`src/rtl/alu_bcd_display.sv`:
```
// Registered ALU with sequential double-dabble BCD conversion and multiplexed 7-seg scan.
// Optional LEADING_ZERO_BLANK_EN blanks zero digits above the most significant nonzero one.
module alu_bcd_display #(
  parameter int WIDTH       = 4,
  parameter int DIGITS      = 3,
  parameter int REFRESH_DIV = 1024
) (
  input  logic              CLK_in,
  input  logic              RST_in,
  input  logic [WIDTH-1:0]  Num_A_in,
  input  logic [WIDTH-1:0]  Num_B_in,
  input  logic [1:0]        Sel_A_in,
  input  logic              Start_in,
  input  logic              Disp_en_in,
  output logic [6:0]        Seg_out,
  output logic [DIGITS-1:0] Dig_en_out,
  output logic              Neg_out,
  output logic              Ovf_out,
  output logic              Busy_out,
  output logic              Done_out
);

  localparam int RW  = 2 * WIDTH;
  localparam int NBR = (RW + 2) / 3;
  localparam int NB  = (NBR > DIGITS) ? NBR : DIGITS;
  localparam int SW  = 4 * NB + RW;
  localparam int CW  = $clog2(RW + 1);
  localparam int RCW = $clog2(REFRESH_DIV);
  localparam int IW  = (DIGITS > 1) ? $clog2(DIGITS) : 1;

  typedef enum logic [1:0] {
    S_IDLE, S_CALC, S_CONV, S_LOAD
  } state_e;

  state_e              state_q, state_d;
  logic [WIDTH-1:0]    a_q, a_d, b_q, b_d;
  logic [1:0]          op_q, op_d;
  logic                sign_q, sign_d;
  logic [SW-1:0]       sr_q, sr_d;
  logic [CW-1:0]       cnt_q, cnt_d;
  logic [4*DIGITS-1:0] disp_q, disp_d;
  logic                neg_q, neg_d;
  logic                ovf_q, ovf_d;
  logic                done_q, done_d;
  logic [RCW-1:0]      ref_q, ref_d;
  logic [IW-1:0]       idx_q, idx_d;

  logic                accept;
  logic [RW-1:0]       mag;
  logic [SW-1:0]       adj;
  logic [3:0]          nib;
  logic                blank;
  logic                zero_above;
  logic [6:0]          seg;

  always_ff @(posedge CLK_in) begin
    if (RST_in) begin
      state_q <= S_IDLE;
      a_q     <= '0;
      b_q     <= '0;
      op_q    <= '0;
      sign_q  <= 1'b0;
      sr_q    <= '0;
      cnt_q   <= '0;
      disp_q  <= '0;
      neg_q   <= 1'b0;
      ovf_q   <= 1'b0;
      done_q  <= 1'b0;
      ref_q   <= '0;
      idx_q   <= '0;
    end else begin
      state_q <= state_d;
      a_q     <= a_d;
      b_q     <= b_d;
      op_q    <= op_d;
      sign_q  <= sign_d;
      sr_q    <= sr_d;
      cnt_q   <= cnt_d;
      disp_q  <= disp_d;
      neg_q   <= neg_d;
      ovf_q   <= ovf_d;
      done_q  <= done_d;
      ref_q   <= ref_d;
      idx_q   <= idx_d;
    end
  end

  // LOAD also accepts a start so a held strobe restarts every RW+2 cycles
  assign accept = Start_in && (state_q == S_IDLE || state_q == S_LOAD);

  always_comb begin
    state_d = state_q;
    unique case (state_q)
      S_IDLE: if (Start_in) state_d = S_CALC;
      S_CALC: state_d = S_CONV;
      S_CONV: if (cnt_q == CW'(RW - 1)) state_d = S_LOAD;
      S_LOAD: state_d = Start_in ? S_CALC : S_IDLE;
      default: state_d = S_IDLE;
    endcase
  end

  always_comb begin
    a_d    = a_q;
    b_d    = b_q;
    op_d   = op_q;
    sign_d = sign_q;
    sr_d   = sr_q;
    cnt_d  = cnt_q;
    disp_d = disp_q;
    neg_d  = neg_q;
    ovf_d  = ovf_q;
    done_d = 1'b0;
    mag    = '0;
    adj    = sr_q;
    if (accept) begin
      a_d  = Num_A_in;
      b_d  = Num_B_in;
      op_d = Sel_A_in;
    end
    case (op_q)
      2'b00: mag = RW'(a_q) + RW'(b_q);
      2'b01: mag = (a_q >= b_q) ? RW'(a_q - b_q) : RW'(b_q - a_q);
      2'b10: mag = RW'(a_q) * RW'(b_q);
      default: mag = RW'(a_q & b_q);
    endcase
    if (state_q == S_CALC) begin
      sign_d = (op_q == 2'b01) && (a_q < b_q);
      sr_d   = {{(4*NB){1'b0}}, mag};
      cnt_d  = '0;
    end
    if (state_q == S_CONV) begin
      for (int i = 0; i < NB; i++)
        if (sr_q[RW+4*i +: 4] >= 4'd5)
          adj[RW+4*i +: 4] = sr_q[RW+4*i +: 4] + 4'd3;
      sr_d  = adj << 1;
      cnt_d = cnt_q + CW'(1);
    end
    if (state_q == S_LOAD) begin
      disp_d = sr_q[RW +: 4*DIGITS];
      neg_d  = sign_q;
      ovf_d  = 1'b0;
      for (int i = DIGITS; i < NB; i++)
        ovf_d = ovf_d | (|sr_q[RW+4*i +: 4]);
      done_d = 1'b1;
    end
  end

  always_comb begin
    ref_d = ref_q + RCW'(1);
    idx_d = idx_q;
    if (ref_q == RCW'(REFRESH_DIV - 1)) begin
      ref_d = '0;
      idx_d = (idx_q == IW'(DIGITS - 1)) ? '0 : idx_q + IW'(1);
    end
  end

  always_comb begin
    nib        = 4'd0;
    zero_above = 1'b1;
    blank      = 1'b0;
    for (int i = DIGITS - 1; i >= 0; i--) begin
      zero_above = zero_above && (disp_q[4*i +: 4] == 4'd0);
      if (idx_q == IW'(i)) begin
        nib = disp_q[4*i +: 4];
`ifdef LEADING_ZERO_BLANK_EN
        blank = zero_above && (i != 0);
`else
        blank = 1'b0;
`endif
      end
    end
    case (nib)
      4'd0: seg = 7'h3F;
      4'd1: seg = 7'h06;
      4'd2: seg = 7'h5B;
      4'd3: seg = 7'h4F;
      4'd4: seg = 7'h66;
      4'd5: seg = 7'h6D;
      4'd6: seg = 7'h7D;
      4'd7: seg = 7'h07;
      4'd8: seg = 7'h7F;
      4'd9: seg = 7'h6F;
      default: seg = 7'h00;
    endcase
    if (ovf_q) seg = 7'h40;
    else if (blank) seg = 7'h00;
    Seg_out = Disp_en_in ? seg : 7'h00;
    for (int i = 0; i < DIGITS; i++)
      Dig_en_out[i] = Disp_en_in && (idx_q == IW'(i));
  end

  assign Neg_out  = neg_q;
  assign Ovf_out  = ovf_q;
  assign Busy_out = (state_q != S_IDLE);
  assign Done_out = done_q;

endmodule

```
`config.mk`:
```
export PLATFORM = sky130hd
export DESIGN_NAME = alu_bcd_display
export DESIGN_NICKNAME = d
export VERILOG_FILES = /design/src/rtl/alu_bcd_display.sv
export SDC_FILE = /design/constraint.sdc
export NUM_CORES = 1
export LEC_CHECK = 0
export BUFFER_PORTS_ARGS = -buffer_cell sky130_fd_sc_hd__buf_2
export CAP_MARGIN = 5
export CORE_MARGIN = 10
export CORE_UTILIZATION = 52
export CTS_CLUSTER_SIZE = 12
export DETAILED_ROUTE_END_ITERATION = 6
export MAX_ROUTING_LAYER = met4
export PLACE_DENSITY = 0.7
export SLEW_MARGIN = 0
export SYNTH_ARGS = -nofsm -noshare
export SYNTH_HDL_FRONTEND = slang
export SYNTH_SLANG_ARGS = --single-unit
```
`constraint.sdc`:
```
create_clock -name CLK_in -period 3.66 [get_ports CLK_in]
set_clock_uncertainty 0.15 [all_clocks]
set_input_delay 0.183 -clock CLK_in [delete_from_list [all_inputs] [get_ports CLK_in]]
set_output_delay 0.183 -clock CLK_in [all_outputs]
set_load 0.05 [all_outputs]
```
# After elaboration in Yosys (flattened, before gate mapping)
# Memories as Yosys holds them, arrays and structs flattened.
# Cells that the tools add are included.
# totals
memories	1
register_bits	63
ramBits	0
rom_bits	112
output_inout_bits	14
latch_bits	0
inputBits	14
# mem_list
memory	depth	word_bits	read_ports	rd_clocked_by_memory_dff	wr	line	rtl
(no name shown)	16	7	1	0	0	172	case (nib)
# op_classes
shift	0
n_eq_ne	11
order_cmp	5
muxes	19
addsub	9
n_div	0
n_reduce_logical	14
bitwise_logic	1
mul	1
# ops
op	count
20-bit 2-to-1 mux	2
4-bit 2-to-1 mux	7
8-bit one-hot mux with 3 select lines	1
4-bit by 3-bit greater-or-equal comparator with 1-bit output (second input constant)	3
10-bit by 1-bit adder with 10-bit output (second input constant)	1
10-bit equality test (second input constant)	1
4-bit by 4-bit subtractor with 5-bit output	2
4-bit by 2-bit adder with 4-bit output (second input constant)	2
2-bit equality test (second input constant)	4
4-bit by 4-bit multiplier with 8-bit output	1
8-bit 2-to-1 mux	1
2-bit one-hot mux with 4 select lines	1
7-bit 2-to-1 mux	1
2-bit by 1-bit equality test with 1-bit output (second input constant)	3
2-bit zero test	3
2-bit 2-to-1 mux	3
4-bit by 4-bit adder with 5-bit output	1
1-bit logical AND	5
4-bit by 1-bit adder with 4-bit output (second input constant)	1
4-bit bitwise AND	1
4-bit by 3-bit equality test with 1-bit output (second input constant)	1
4-bit greater-or-equal comparator	1
4-bit less-than comparator	1
2-bit != test (second input constant)	2
other kinds (8)	11

# Logic depth before layout (Yosys ltp)
# An unclocked memory read counts as a cell.
# depth
depth_word	6
mapped_depth	12
depth_no_buf	12

# Worst setup path after synthesis
# No wires, ideal clock.
# synth_path
path_type	reg-to-reg
start	register a_q[1]
end	register sr_q[4]
arrival_time_ps	2723
synth_period_minus_slack_ps	2947
slack_ps	713
setup_time_ps	74
path_stages_with_launch	10
cell_sequence	dfxtp_1 -> nand2_1 -> fa_1 -> inv_1 -> fa_1 -> inv_1 -> fa_1 -> xor2_1 -> a221o_1 -> a31oi_1
# synth_between
elab_chain_len	5
# synth_rtl
item	line	rtl
from (decl)	36	logic [WIDTH-1:0] a_q, a_d, b_q, b_d;
from (signal assigned)	59	a_q <= '0;
from (signal assigned)	73	a_q <= a_d;
branches (longest 2 deep; another with 4-bit by 4-bit multiplier with 8-bit output)	--	
8-bit one-hot mux with 3 select lines *	120	case (op_q)
20-bit 2-to-1 mux *	126	if (state_q == S_CALC) begin
20-bit 2-to-1 mux *	131	if (state_q == S_CONV) begin
to (signal assigned)	77	sr_q <= sr_d;
to (decl)	39	logic [SW-1:0] sr_q, sr_d;
# Mark *: on every way between the ends. The select of a mux whose other input is x is not followed.
# A chain may end at the register's enable or synchronous reset.

# Worst setup path after layout
# layout_path
start	register a_q[1]
end	register sr_q[5]
# Same word-level chain as after synthesis.

==> results.txt <==
The die covers 0.0118 sq mm. The number of nets in the layout is 584. The clock-pin slew reported for the worst setup and hold paths after clock tree synthesis is 70 ps. The largest net degree at the start of global routing is 59. The filler-free cell count of the finished design is 626. The first-pass GRT wire length is 15.2 mm. The proportion of layout cells with a drive suffix above 1 is 9.73%. The remaining number of nets flagged by the antenna check after routing came out at 0. Setup repair after global routing left no endpoint under its margin. The final max-slew violation count is 0.

In this run the cell area measured after placement is 0.00426 sq mm. The worst setup path is launched from a flip-flop. Final hold analysis gives a worst-case slack of 132 ps. The portion of the post-synthesis area used by sequential elements came out at 30.8%.

The upper clock frequency limit is 0.313 GHz. The flow ran to the end, and the final reports show no timing, DRC or antenna violations. The clock latency of the later-clocked register in the worst-skew pair came out at 340 ps. The violation count after the first detailed-route iteration came out at 137. The count of fill cells added during filler insertion is 718. The final number of setup-violating endpoints came out at 0. For this run, the leading register cell type out of synthesis is sky130_fd_sc_hd__dfxtp_1. In this run the worst hold path is classified as primary input to flip-flop. The count of different cell masters after synthesis is 57.

The antenna cell count is 0. The post-placement setup slack is 488 ps. The startpoint identified for the worst hold timing path is Start_in. The worst slew slack as a fraction of its limit is 28.9%. The maximum fanout along the worst path came out at 7. STA classifies the critical path endpoint as a flip-flop.

From synthesis to final layout, the design area changed by 11.0%. The cell count after synthesis is 493. The clock passes through at most 2 buffers. The detailed-router iteration count before antenna repair is 4. The total routed wirelength came out at 8.82 mm.

The core footprint came out at 0.00769 sq mm. The proportion of register bits with asynchronous set or reset after synthesis is 0%. The post-layout instance area is 0.00455 sq mm. The count of standard-cell rows is 32. The clock tree synthesis step divided the H-tree into 3 levels. The area of all sequential standard cells is 0.00126 sq mm. The static power due to leakage came out at 1.86 nW. The maximum VDD drop is 0.000264 V.

The detailed router placed 3,408 vias in this run. The worst path required time came out at 3770 ps. For this run, design rule violations remaining after detail routing come to 0. The number of max-cap violations is 0.

The worst register-to-register path begins at a_q[1]. TritonCTS created 9 clock buffers. The count of flip-flops with a built-in enable after synthesis is 0. The die is 109 um wide. The via count normalized by instance count is 5.44. The leftover overflow at the end of global routing is 0. The average wire per standard cell is 14.1 um.

The clock tree from TritonCTS is done. The count of yosys warnings during synthesis is 0. The final hold violation count is 0.

In this run, synthesis produced a sequential element count of 63. The path depth of the worst reg2reg path came out at 9. The critical path starts at a_q[1]. Summing every instance area after synthesis gives 0.00410 sq mm. CTS placed an instance of sky130_fd_sc_hd__clkbuf_8 at the clock tree root. Across every metal layer, demand over resource in global routing totals 16.2%. The worst register-to-register path ends at sr_q[5]. Summing all multi-input logic gate instances after layout gives 0.00261 sq mm. The synthesized net count is 557. The total clock sinks is 63.

The starting utilization of the core area came out at 53.3%. The top-level I/O count is 28. The routability congestion estimate from global placement came out at 0.949. The number of antenna violations at the first check in global routing is 0. The sum of net half-perimeters after detailed placement is 6.45 mm.

Once routing completed, OpenROAD measured the worst setup slack at 466 ps. After detailed placement, the design holds a cell count of 601. The critical path arrival is 3300 ps.

The critical path ends at sr_q[5]. The mean post-synth cell area came out at 8.31 sq um. The number of setup buffers added after CTS came out at 0. The power density over cell area is 498 mW/mm^2. During placement, the flow inserted port buffers numbering 26.

The internal reg-to-reg setup slack came out at 470 ps. The worst path in the final design needs a cycle of 3190 ps, including I/O delays and setup. The setup total negative slack is 0 ps. The setup path with the least slack is of type flip-flop to flip-flop. Dividing the final minimum period by the clock period gives 87.3%.

The actual slew at the worst max-slew pin came out at 1070 ps. The die is 109 um tall. The number of global-route vias before repair is 3,363.
## power by group
part	total (W)	leakage [nW]	switching, W	internal, W
clock	0.000561	0.0942	0.000266	0.000295
sequential	0.000797	0.510	0.0000629	0.000735
combinational	0.000907	1.26	0.000594	0.000313
total	0.00227	1.86	0.000923	0.00134
## per-layer routing
| layer | part of all wire (%) | up-vias | GRT usage, % |
|---|---|---|---|
| li1 | - | 1746 | - |
| met1 | 45 | 1590 | 17.4 |
| met2 | 50 | 57 | 28.2 |
| met3 | 3.4 | 15 | 4.84 |
| met4 | 1.7 | 0 | 4.90 |
| met5 | 0 | - | - |
## state kept, by name, indices dropped and copies added (netlist names)
signal / cells
disp_q: 12
idx_q: 2
ref_q: 10
Done_out: 1
Neg_out: 1
sign_q: 1
sr_q: 20
state_q: 2
b_q: 4
op_q: 2
cnt_q: 4
a_q: 4
## cells by family after synthesis
kind of cell / Yosys count / synth area share (%)
and+or+nand+nor: 166 / 18.8
DFF: 63 / 30.8
muxes: 24 / 5.93
other: 1 / 0.0915
AOI/OAI and AO/OA: 116 / 18.8
xor gates and xnor gates: 16 / 3.42
buffers and inverters: 57 / 5.62
adders and majority gates: 50 / 16.6
## cells in the final DEF (no fill, tap or decap), types with 4 or more instances in the layout
master / count
sky130_fd_sc_hd__nand3_1: 8
sky130_fd_sc_hd__a21oi_1: 39
sky130_fd_sc_hd__dfxtp_1: 63
sky130_fd_sc_hd__xor2_1: 9
sky130_fd_sc_hd__a22oi_1: 5
sky130_fd_sc_hd__mux2i_1: 22
sky130_fd_sc_hd__nand2_1: 45
sky130_fd_sc_hd__inv_1: 33
sky130_fd_sc_hd__a2bb2oi_1: 4
sky130_fd_sc_hd__nand2b_1: 10
sky130_fd_sc_hd__dlygate4sd3_1: 10
sky130_fd_sc_hd__a21o_1: 6
sky130_fd_sc_hd__inv_2: 4
sky130_fd_sc_hd__nor2_1: 64
sky130_fd_sc_hd__fa_1: 7
sky130_fd_sc_hd__a31oi_1: 5
sky130_fd_sc_hd__ha_1: 43
sky130_fd_sc_hd__o211ai_1: 4
sky130_fd_sc_hd__nor2b_1: 6
sky130_fd_sc_hd__clkbuf_8: 12
sky130_fd_sc_hd__xnor2_1: 7
sky130_fd_sc_hd__and3_1: 11
sky130_fd_sc_hd__buf_2: 26
sky130_fd_sc_hd__nor3_1: 7
sky130_fd_sc_hd__o21ai_1: 11
sky130_fd_sc_hd__o21ai_0: 11
## through the flow
step	util, %	power, W
after floorplan	-	0.00151
after global placement	55.5	0.00169
after detailed placement	55.5	0.00171
after CTS	59.1	0.00228
after global routing	59.1	0.00242
final	59.1	0.00227
## cell usage after synthesis (all sizes together) (4+ instances only)
| cell | n | area share [%] |
|---|---|---|
| inv | 37 | 3.4 |
| and3 | 11 | 1.7 |
| nor2 | 64 | 5.9 |
| clkbuf | 11 | 1.0 |
| nand3 | 8 | 0.98 |
| o31ai | 4 | 1.1 |
| a2bb2oi | 5 | 1.2 |
| nand2 | 46 | 4.3 |
| nor2b | 8 | 1.5 |
| a21oi | 39 | 4.8 |
| fa | 7 | 3.4 |
| mux2i | 22 | 5.4 |
| o21ai | 22 | 2.7 |
| a22oi | 5 | 0.92 |
| buf | 9 | 1.2 |
| xor2 | 9 | 1.9 |
| ha | 43 | 13 |
| a31oi | 5 | 0.76 |
| a21o | 6 | 1.1 |
| o211ai | 4 | 0.73 |
| xnor2 | 7 | 1.5 |
| a221oi | 4 | 1.0 |
| nor3 | 7 | 0.86 |
| nand2b | 10 | 1.5 |
| dfxtp | 63 | 31 |
## worst min-delay path by stage
| stage | to | slack (ps) | cells past startpoint |
|---|---|---|---|
| after floorplan | b_q[0] | 170 | 2 |
| after global placement | b_q[2] | 270 | 3 |
| after detailed placement | b_q[0] | 280 | 3 |
| after CTS | state_q[0] | 110 | 5 |
| after global routing | state_q[0] | 160 | 5 |
| final | state_q[0] | 130 | 5 |
## critical path, stage by stage, from the launching register on
cell	delay [ps]
sky130_fd_sc_hd__dfxtp_1	500
sky130_fd_sc_hd__nand2_1	130
sky130_fd_sc_hd__fa_1	520
sky130_fd_sc_hd__inv_1	60
sky130_fd_sc_hd__fa_1	490
sky130_fd_sc_hd__ha_1	340
sky130_fd_sc_hd__a211oi_1	370
sky130_fd_sc_hd__o21ai_0	160
sky130_fd_sc_hd__o21a_1	200
sky130_fd_sc_hd__a221oi_2	190
## area by class of cell
| class | count | share of cell area, % |
|---|---|---|
| Multi-Input combinational cell | 373 | 57.3 |
| Inverter | 37 | 3.06 |
| Timing Repair Buffer | 36 | 5.06 |
| Tap cell | 102 | 2.81 |
| Sequential cell | 63 | 27.7 |
| Clock inverter | 3 | 0.385 |
| Clock buffer | 12 | 3.63 |
## timing repair
action	4_1_cts	5_1_grt
hold buffers	10	0
endpoints found under the hold margin	10	0
gates resized for setup	0	0
(Power assumes the default switching activity.)
